`config.mk`:
```
export PLATFORM = sky130hd
export DESIGN_NAME = imem_fetch_port
export DESIGN_NICKNAME = d
export VERILOG_FILES = /design/src/rtl/imem_fetch_port.sv
export SDC_FILE = /design/constraint.sdc
export NUM_CORES = 2
export LEC_CHECK = 0
export CAP_MARGIN = 5
export CORE_UTILIZATION = 50
export DETAILED_ROUTE_END_ITERATION = 16
export PLACE_DENSITY = 0.66
export SYNTH_ARGS = -nofsm -noshare
export SYNTH_HDL_FRONTEND = slang
export SYNTH_SLANG_ARGS = --single-unit
```
`constraint.sdc`:
```
create_clock -name CLK -period 2.73 [get_ports CLK]
set_input_delay 0.546 -clock CLK [delete_from_list [all_inputs] [get_ports CLK]]
set_output_delay 0.546 -clock CLK [all_outputs]
set_load 0.01 [all_outputs]
```
`src/rtl/imem_fetch_port.sv`:
```
// imem_fetch_port: word-organised instruction store with a byte-address
// fetch port, valid/ready request and response handshakes, programmable
// read wait states, and alignment and range fault reporting. A separate
// write port loads programs; it works in any FSM state.
//
// Ports:
//   CLK        clock; all state changes on the rising edge
//   Reset_L    asynchronous active-low reset
//   req_valid  fetch request valid
//   req_ready  request can be accepted (high only in IDLE)
//   req_addr   fetch byte address, latched when the request is accepted
//   rsp_valid  response valid
//   rsp_ready  consumer accepts the response
//   rsp_data   instruction word (zero on a fault)
//   rsp_fault  request was misaligned or out of range
//   prog_we    program write strobe
//   prog_addr  word index for the program write
//   prog_data  program write data
//   busy       FSM is not in IDLE
//
// Optional feature, enabled by defining IMEM_LAST_HIT_EN: the block records
// the last word index it returned. A repeat fetch of that word skips the
// wait states and responds with latency 1.
module imem_fetch_port #(
  parameter int unsigned ADDR_W = 64,
  parameter int unsigned DATA_W = 32,
  parameter int unsigned DEPTH  = 64,
  parameter int unsigned RD_LAT = 2
) (
  input  logic                     CLK,
  input  logic                     Reset_L,
  input  logic                     req_valid,
  output logic                     req_ready,
  input  logic [ADDR_W-1:0]        req_addr,
  output logic                     rsp_valid,
  input  logic                     rsp_ready,
  output logic [DATA_W-1:0]        rsp_data,
  output logic                     rsp_fault,
  input  logic                     prog_we,
  input  logic [$clog2(DEPTH)-1:0] prog_addr,
  input  logic [DATA_W-1:0]        prog_data,
  output logic                     busy
);

  localparam int unsigned IDX_W = $clog2(DEPTH);
  // The counter only needs to hold RD_LAT-1.
  localparam int unsigned CNT_W = (RD_LAT > 1) ? $clog2(RD_LAT) : 1;

  typedef enum logic [1:0] {
    StIdle = 2'd0,
    StWait = 2'd1,
    StResp = 2'd2
  } state_e;

  state_e             state_q, state_d;
  logic [CNT_W-1:0]   cnt_q, cnt_d;
  logic [IDX_W-1:0]   idx_q, idx_d;
  logic [DATA_W-1:0]  data_q, data_d;
  logic               fault_q, fault_d;

  logic [DATA_W-1:0]  mem [DEPTH];

  logic [IDX_W-1:0]   req_idx;
  logic               req_fault;
  logic               accept;
  logic               hit;
  // A non-fault capture into RESP happens on this edge, for word cap_idx.
  logic               cap_ok;
  logic [IDX_W-1:0]   cap_idx;

  assign req_idx = req_addr[IDX_W+1:2];
  // Any set bit at or above IDX_W+2 puts the word index outside the array.
  assign req_fault = (req_addr[1:0] != 2'b00) || ((req_addr >> (IDX_W + 2)) != '0);
  assign accept = req_valid && (state_q == StIdle);

  // Array contents are not reset. The write lands at the edge, so a read
  // captured on that same edge still sees the old word.
  always_ff @(posedge CLK) begin
    if (prog_we) begin
      mem[prog_addr] <= prog_data;
    end
  end

`ifdef IMEM_LAST_HIT_EN
  logic [IDX_W-1:0] last_idx_q, last_idx_d;
  logic             last_vld_q, last_vld_d;

  assign hit = last_vld_q && (last_idx_q == req_idx);

  always_comb begin
    last_idx_d = last_idx_q;
    last_vld_d = last_vld_q;
    if (accept && req_fault) begin
      last_vld_d = 1'b0;
    end
    if (cap_ok) begin
      last_idx_d = cap_idx;
      last_vld_d = 1'b1;
    end
    // A write to the recorded word always invalidates it. This also covers
    // a write that lands on the same edge the word is recorded.
    if (prog_we && (prog_addr == last_idx_d)) begin
      last_vld_d = 1'b0;
    end
  end

  always_ff @(posedge CLK or negedge Reset_L) begin
    if (!Reset_L) begin
      last_idx_q <= '0;
      last_vld_q <= 1'b0;
    end else begin
      last_idx_q <= last_idx_d;
      last_vld_q <= last_vld_d;
    end
  end
`else
  assign hit = 1'b0;
`endif

  always_comb begin
    state_d = state_q;
    cnt_d   = cnt_q;
    idx_d   = idx_q;
    data_d  = data_q;
    fault_d = fault_q;
    cap_ok  = 1'b0;
    cap_idx = idx_q;

    unique case (state_q)
      StIdle: begin
        if (req_valid) begin
          idx_d = req_idx;
          if (req_fault) begin
            state_d = StResp;
            fault_d = 1'b1;
            data_d  = '0;
          end else if ((RD_LAT == 1) || hit) begin
            // The capture reads straight from the request address because
            // the latched copy only becomes visible after this edge.
            state_d = StResp;
            fault_d = 1'b0;
            data_d  = mem[req_idx];
            cap_ok  = 1'b1;
            cap_idx = req_idx;
          end else begin
            state_d = StWait;
            cnt_d   = CNT_W'(RD_LAT - 1);
          end
        end
      end

      StWait: begin
        if (cnt_q == CNT_W'(1)) begin
          state_d = StResp;
          fault_d = 1'b0;
          data_d  = mem[idx_q];
          cap_ok  = 1'b1;
          cap_idx = idx_q;
        end else begin
          cnt_d = cnt_q - CNT_W'(1);
        end
      end

      StResp: begin
        // Data and fault hold while the consumer stalls; data also holds
        // after the response is consumed.
        if (rsp_ready) begin
          state_d = StIdle;
          fault_d = 1'b0;
        end
      end

      default: begin
        state_d = StIdle;
      end
    endcase
  end

  always_ff @(posedge CLK or negedge Reset_L) begin
    if (!Reset_L) begin
      state_q <= StIdle;
      cnt_q   <= '0;
      idx_q   <= '0;
      data_q  <= '0;
      fault_q <= 1'b0;
    end else begin
      state_q <= state_d;
      cnt_q   <= cnt_d;
      idx_q   <= idx_d;
      data_q  <= data_d;
      fault_q <= fault_d;
    end
  end

  assign req_ready = (state_q == StIdle);
  assign rsp_valid = (state_q == StResp);
  assign busy      = (state_q != StIdle);
  assign rsp_data  = data_q;
  assign rsp_fault = fault_q;

endmodule

```
; Word level (Yosys, flattened, before mapping)
; Memories as Yosys holds them, arrays and structs flattened.
; Cells that the tools add are included.
[classes]
n_addsub = 1
n_eq_ne = 7
muxes = 20
n_reduce_logical = 12
[ops]
columns = cell, count
row1 = 2-to-1 mux 32 bit, 3
row2 = case mux 32 bit (2 select lines), 1
row3 = nonzero test 64 bit, 1
row4 = 2-to-1 mux 1 bit, 9
row5 = 2-to-1 mux 2 bit, 4
row6 = "!= test 2 bit, second input constant", 3
row7 = case mux 2 bit (3 select lines), 1
row8 = AND reduction 3 bit, 2
row9 = nonzero test 2 bit, 3
row10 = AND reduction 5 bit, 1
row11 = "!= test 2 x 1 -> 1 bit, second input constant", 2
row12 = AND reduction 4 bit, 1
row13 = case mux 1 bit (3 select lines), 1
row14 = nonzero test 3 bit, 1
row15 = "equality test 2 x 1 -> 1 bit, second input constant", 1
row16 = "equality test 2 bit, second input constant", 1
row17 = zero test 2 bit, 1
row18 = case mux 1 bit (2 select lines), 1
row19 = AND reduction 2 bit, 1
row20 = logical OR 1 bit, 1
row21 = "subtractor 1 bit, second input constant", 1
[totals]
reg_bits = 42
ramBits = 2048
inputBits = 107
output_inout_bits = 36
elab_cells = 46
n_memories = 1
[mem_list]
columns = name, depth, width, rd, rd_ports_with_merged_regs, wr, line_no
row1 = mem, 64, 32, 1, 0, 1, 61  ; logic [DATA_W-1:0] mem [DEPTH];

; Logic depth before layout (Yosys ltp)
[depth]
word_depth = 5
ltp_mapped = 11
mapped_depth_nobuf = 7

; Least setup slack after synthesis
; No wires, ideal clock.
[synth_path]
path_type = input to register
from = input port prog_addr[5]
to = memory mem[37][0] (enable)
arrival_time_ns = 2.743
required_ns = 2.309
setup_slack_ns = -0.434
cell_stages = 4
n_path_buf = 2
path_cell_list = clkbuf_1 > or3b_2 > clkbuf_1 > nor2_1
[synth_lines]
columns = item, line_no
row1 = "start, declared", 40  ; input logic [$clog2(DEPTH)-1:0] prog_addr,
row2 = "end, declared", 61
; Straight into the memory's write port.

; Worst setup path after layout
[layout_path]
from = register idx_q[4]
to = register data_q[20] (netlist: rsp_data[20])
[layout_via]
elab_chain_len = 3
[layout_rtl]
columns = item, line_no
row1 = "start, declared", 57  ; logic [IDX_W-1:0] idx_q, idx_d;
row2 = "start signal, assigned", 189  ; idx_q <= idx_d;
row3 = memory (64 x 32 bit), --
row4 = 2-to-1 mux 32 bit, 153  ; if (cnt_q == CNT_W'(1)) begin
row5 = case mux 32 bit (2 select lines), 129  ; unique case (state_q)
row6 = "end signal, assigned", 190  ; data_q <= data_d;
row7 = "end, declared", 58  ; logic [DATA_W-1:0] data_q, data_d;
; No other way between the ends. The select of a mux whose other input is x is not followed.
; A chain may end at the register's enable or synchronous reset.

==> flow_summary.toml <==
[final_layout]
nNetsFinal = 4439
final_util_pct = 60.2
drive_above_1_share_pct = 28.5
syn_to_final_growth_pct = 19.4
final_common_cell = "edfxtp_1"
nFillCells = 11000
multi_input_area_um2 = 16700
final_cell_mix = "2,048 x edfxtp_1, 381 x mux4_2, 306 x buf_4"
regArea_um2 = 62600

[floorplan]
die_y_um = 402
num_rows = 146
ios = 143
dieArea_um2 = 162000
die_w_um = 402
start_util_pct = 50.4
core_area_um2 = 159000

[timing]
slew_violations = 0
hold_viol = 0
tightest_slew_ps = 1270
clock.fmax_ghz = 0.365
slew_headroom_pct = 14.9
rsz0062_at_grt = "yes"
setup_slack_ps = -7.20
fin_skew_ps = 46.7
min_period_ps = 2740
fin_crit_sh_pct = 100
setup_violations = 2

[flow_run]
maxCapViolCount = 0

[status]
violations = "negative setup slack"
status = "complete, but fails checks"

[clocking]
cts_buffers = 200
clk_pin_slew_worst_paths_ps = 60
cts_tree = "built"
htreeDepth = 4
cts_root_buffer = "clkbuf_16"
cts_sinks = 2090
worstSkewPairLatency_ps = 840
cts_buffer_depth = 3

[route]
routed_wirelength_um = 217000
wire_per_inst_um = 33.0
route.detailed.drc = 0
dr.first_iter.drc_count = 5715
vias_per_cell = 6.43
wl_met2_um = 102000
wl_met1_um = 85200
dr.pass1.iters = 5
met3_length_um = 23200
routed.top_layer = "met5"
num_vias = 42200
ant_nets = 0

[yosys]
synthesis.nets = 3835
synth_simple_gate_area_share_pct = 1.60
synth_area_per_cell_um2 = 21.5
synthFlopType = "edfxtp_1"
synth_compound_area_share_pct = 4.30
synthCells = 3724
synth_top_family_by_area = "multiplexers"
async_flop_share_pct = 2.01
ys_warn_count = 0
synth_edf_count = 2048
synth-xor-area-share_pct = 0
synth_fa_ha_area_share_pct = 0.0625
synth_seq_area_share_pct = 78.1
syn-cell-area_um2 = 80100
ys_ff_latch = 2090
synth_mux_area_share_pct = 14.1
yosysUniqueCellTypes = 51

[setup_path]
crit_end = "rsp_data[20]"
r2r_cells = 8
cp-startpoint = "idx_q[4]"
critPathMaxFanout = 23
crit_type = "register to register"
crit_path_end_kind = "register"
cp_data_required_time_ps = 3490
arrival_ps = 3500
reg2reg_from = "idx_q[4]"
reg2reg_slack_ps = -7
cp-start-kind = "register"
r2r_end = "rsp_data[20]"

[global_routing]
global_route.usage.total_pct = 26.7
grt_first_pass_wirelength_um = 306000
overflow = 0
first_global_vias = 42000
antenna_found_initial = 16
grt_max_degree = 65

[min_path]
holdPathStages = 1
worst_hold_path_type = "input port to register"

[power_and_ir_drop]
leakage_nw = 31.1
vdd_drop_max_uv = 859
power_mw = 92.0
power.density_nw_per_um2 = 963

[placement]
place_congestion = 0.911
numPortBuffers = 142
dp_hpwl_um = 136000
==> registers in the layout (all words and copies together) (netlist names) <==
| signal | cells |
|---|---|
| state_q | 2 |
| cnt_q | 1 |
| idx_q | 6 |
| rsp_fault | 1 |
| rsp_data | 32 |
| mem | 2048 |
==> metal layers <==
| layer | global-route usage [%] | vias up |
|---|---|---|
| met3 | 6.20 | 331 |
| met2 | 41.4 | 2387 |
| met4 | 7.96 | 10 |
| met5 | 0 | - |
| li1 | - | 17100 |
| met1 | 38.0 | 22400 |
==> what timing repair did <==
item | CTS | global route
hold buffers | 1 | 0
setup buffers | 0 | 10
pin swaps | 0 | 2
setup endpoints to repair | 9 | 30
gates resized for setup | 12 | 40
gates cloned | 2 | 5
endpoints found under the hold margin | 26 | 0
==> kinds of logic (layout without fill, tap and decap cells) <==
kind of cell | after synthesis | after routing
muxes | 654 | 654
other | 0 | 4
DFF | 2090 | 2090
AOI/OAI and AO/OA | 469 | 469
buffers and inverters | 231 | 1002
adders and majority gates | 4 | 4
and+or+nand+nor | 276 | 276
==> stage by stage <==
step | hold slack [ps] | instance area, um^2 | TNS [ps] | setup WS (ps) | cells
finish | 101 | 95600 | -10.7 | -7.20 | 6571
global route | 60.8 | 95600 | -261 | -58.4 | 6567
CTS | 42.5 | 95200 | -56.8 | -30.6 | 6552
detailed placement | 505 | 88600 | -13600 | -473 | 6180
global placement | 494 | 88600 | -13680 | -475 | 6180
floorplan | 250 | 80100 | -331360 | -434 | 3724
==> worst min path at each step <==
| stage | from | end | slack (ps) |
|---|---|---|---|
| after CTS | prog_data[15] | mem[49][15] | 40 |
| after detailed placement | cnt_q | cnt_q | 500 |
| after global placement | rsp_data[26] | rsp_data[26] | 490 |
| after floorplan | Reset_L | cnt_q | 250 |
| after global routing | prog_data[15] | mem[48][15] | 60 |
| final | prog_data[15] | mem[48][15] | 100 |
==> synthesized netlist by cell type, drive strengths merged, types with 2 or more instances <==
| cell | n | area (um^2) |
|---|---|---|
| ha | 4 | 50.1 |
| a21oi | 45 | 225 |
| nand2b | 4 | 25.0 |
| buf | 152 | 1130 |
| nand2 | 85 | 319 |
| nor4 | 18 | 113 |
| nor4b | 2 | 17.5 |
| mux4 | 381 | 8580 |
| a211oi | 57 | 428 |
| clkbuf | 70 | 263 |
| edfxtp | 2048 | 61500 |
| a2111oi | 31 | 273 |
| nand3b | 6 | 45.0 |
| nor3 | 10 | 50.1 |
| o221ai | 104 | 911 |
| a22o | 2 | 17.5 |
| a221oi | 19 | 173 |
| nor2 | 86 | 323 |
| mux2 | 7 | 78.8 |
| o21ai | 16 | 80.1 |
| and2 | 9 | 56.3 |
| mux2i | 266 | 2660 |
| o22ai | 140 | 876 |
| inv | 9 | 33.8 |
| a32oi | 6 | 52.6 |
| or3 | 7 | 43.8 |
| nand3 | 27 | 135 |
| nor2b | 12 | 75.1 |
| or3b | 3 | 26.3 |
| a22oi | 34 | 255 |
| o22a | 7 | 61.3 |
| nand4 | 5 | 31.3 |
| dfrtp | 42 | 1050 |
==> layout make-up <==
class / instances / area share, %
tap: 2072 / 2.71
sequential: 2090 / 65.5
inverter: 9 / 0.0380
clock buffer: 254 / 5.53
multi-input combinational: 1403 / 17.5
timing repair buffer: 624 / 7.49
clock inverter: 115 / 1.25
antenna: 4 / 0.0105
==> worst max-delay path, cell delays in order (launching register included) <==
cell	delay [ps]
dfrtp_4	570
or3b_2	570
buf_12	230
o22ai_1	180
a211oi_1	70
buf_4	160
a211oi_1	590
a22oi_1	170
nand2_1	130
==> where the power goes <==
part	internal [mW]	total (mW)	switching [mW]
clock	15.7	27.5	11.8
sequential	35.5	35.8	0.282
combinational	12.7	28.8	16.1
No activity file was read; power rests on OpenSTA's default activity.
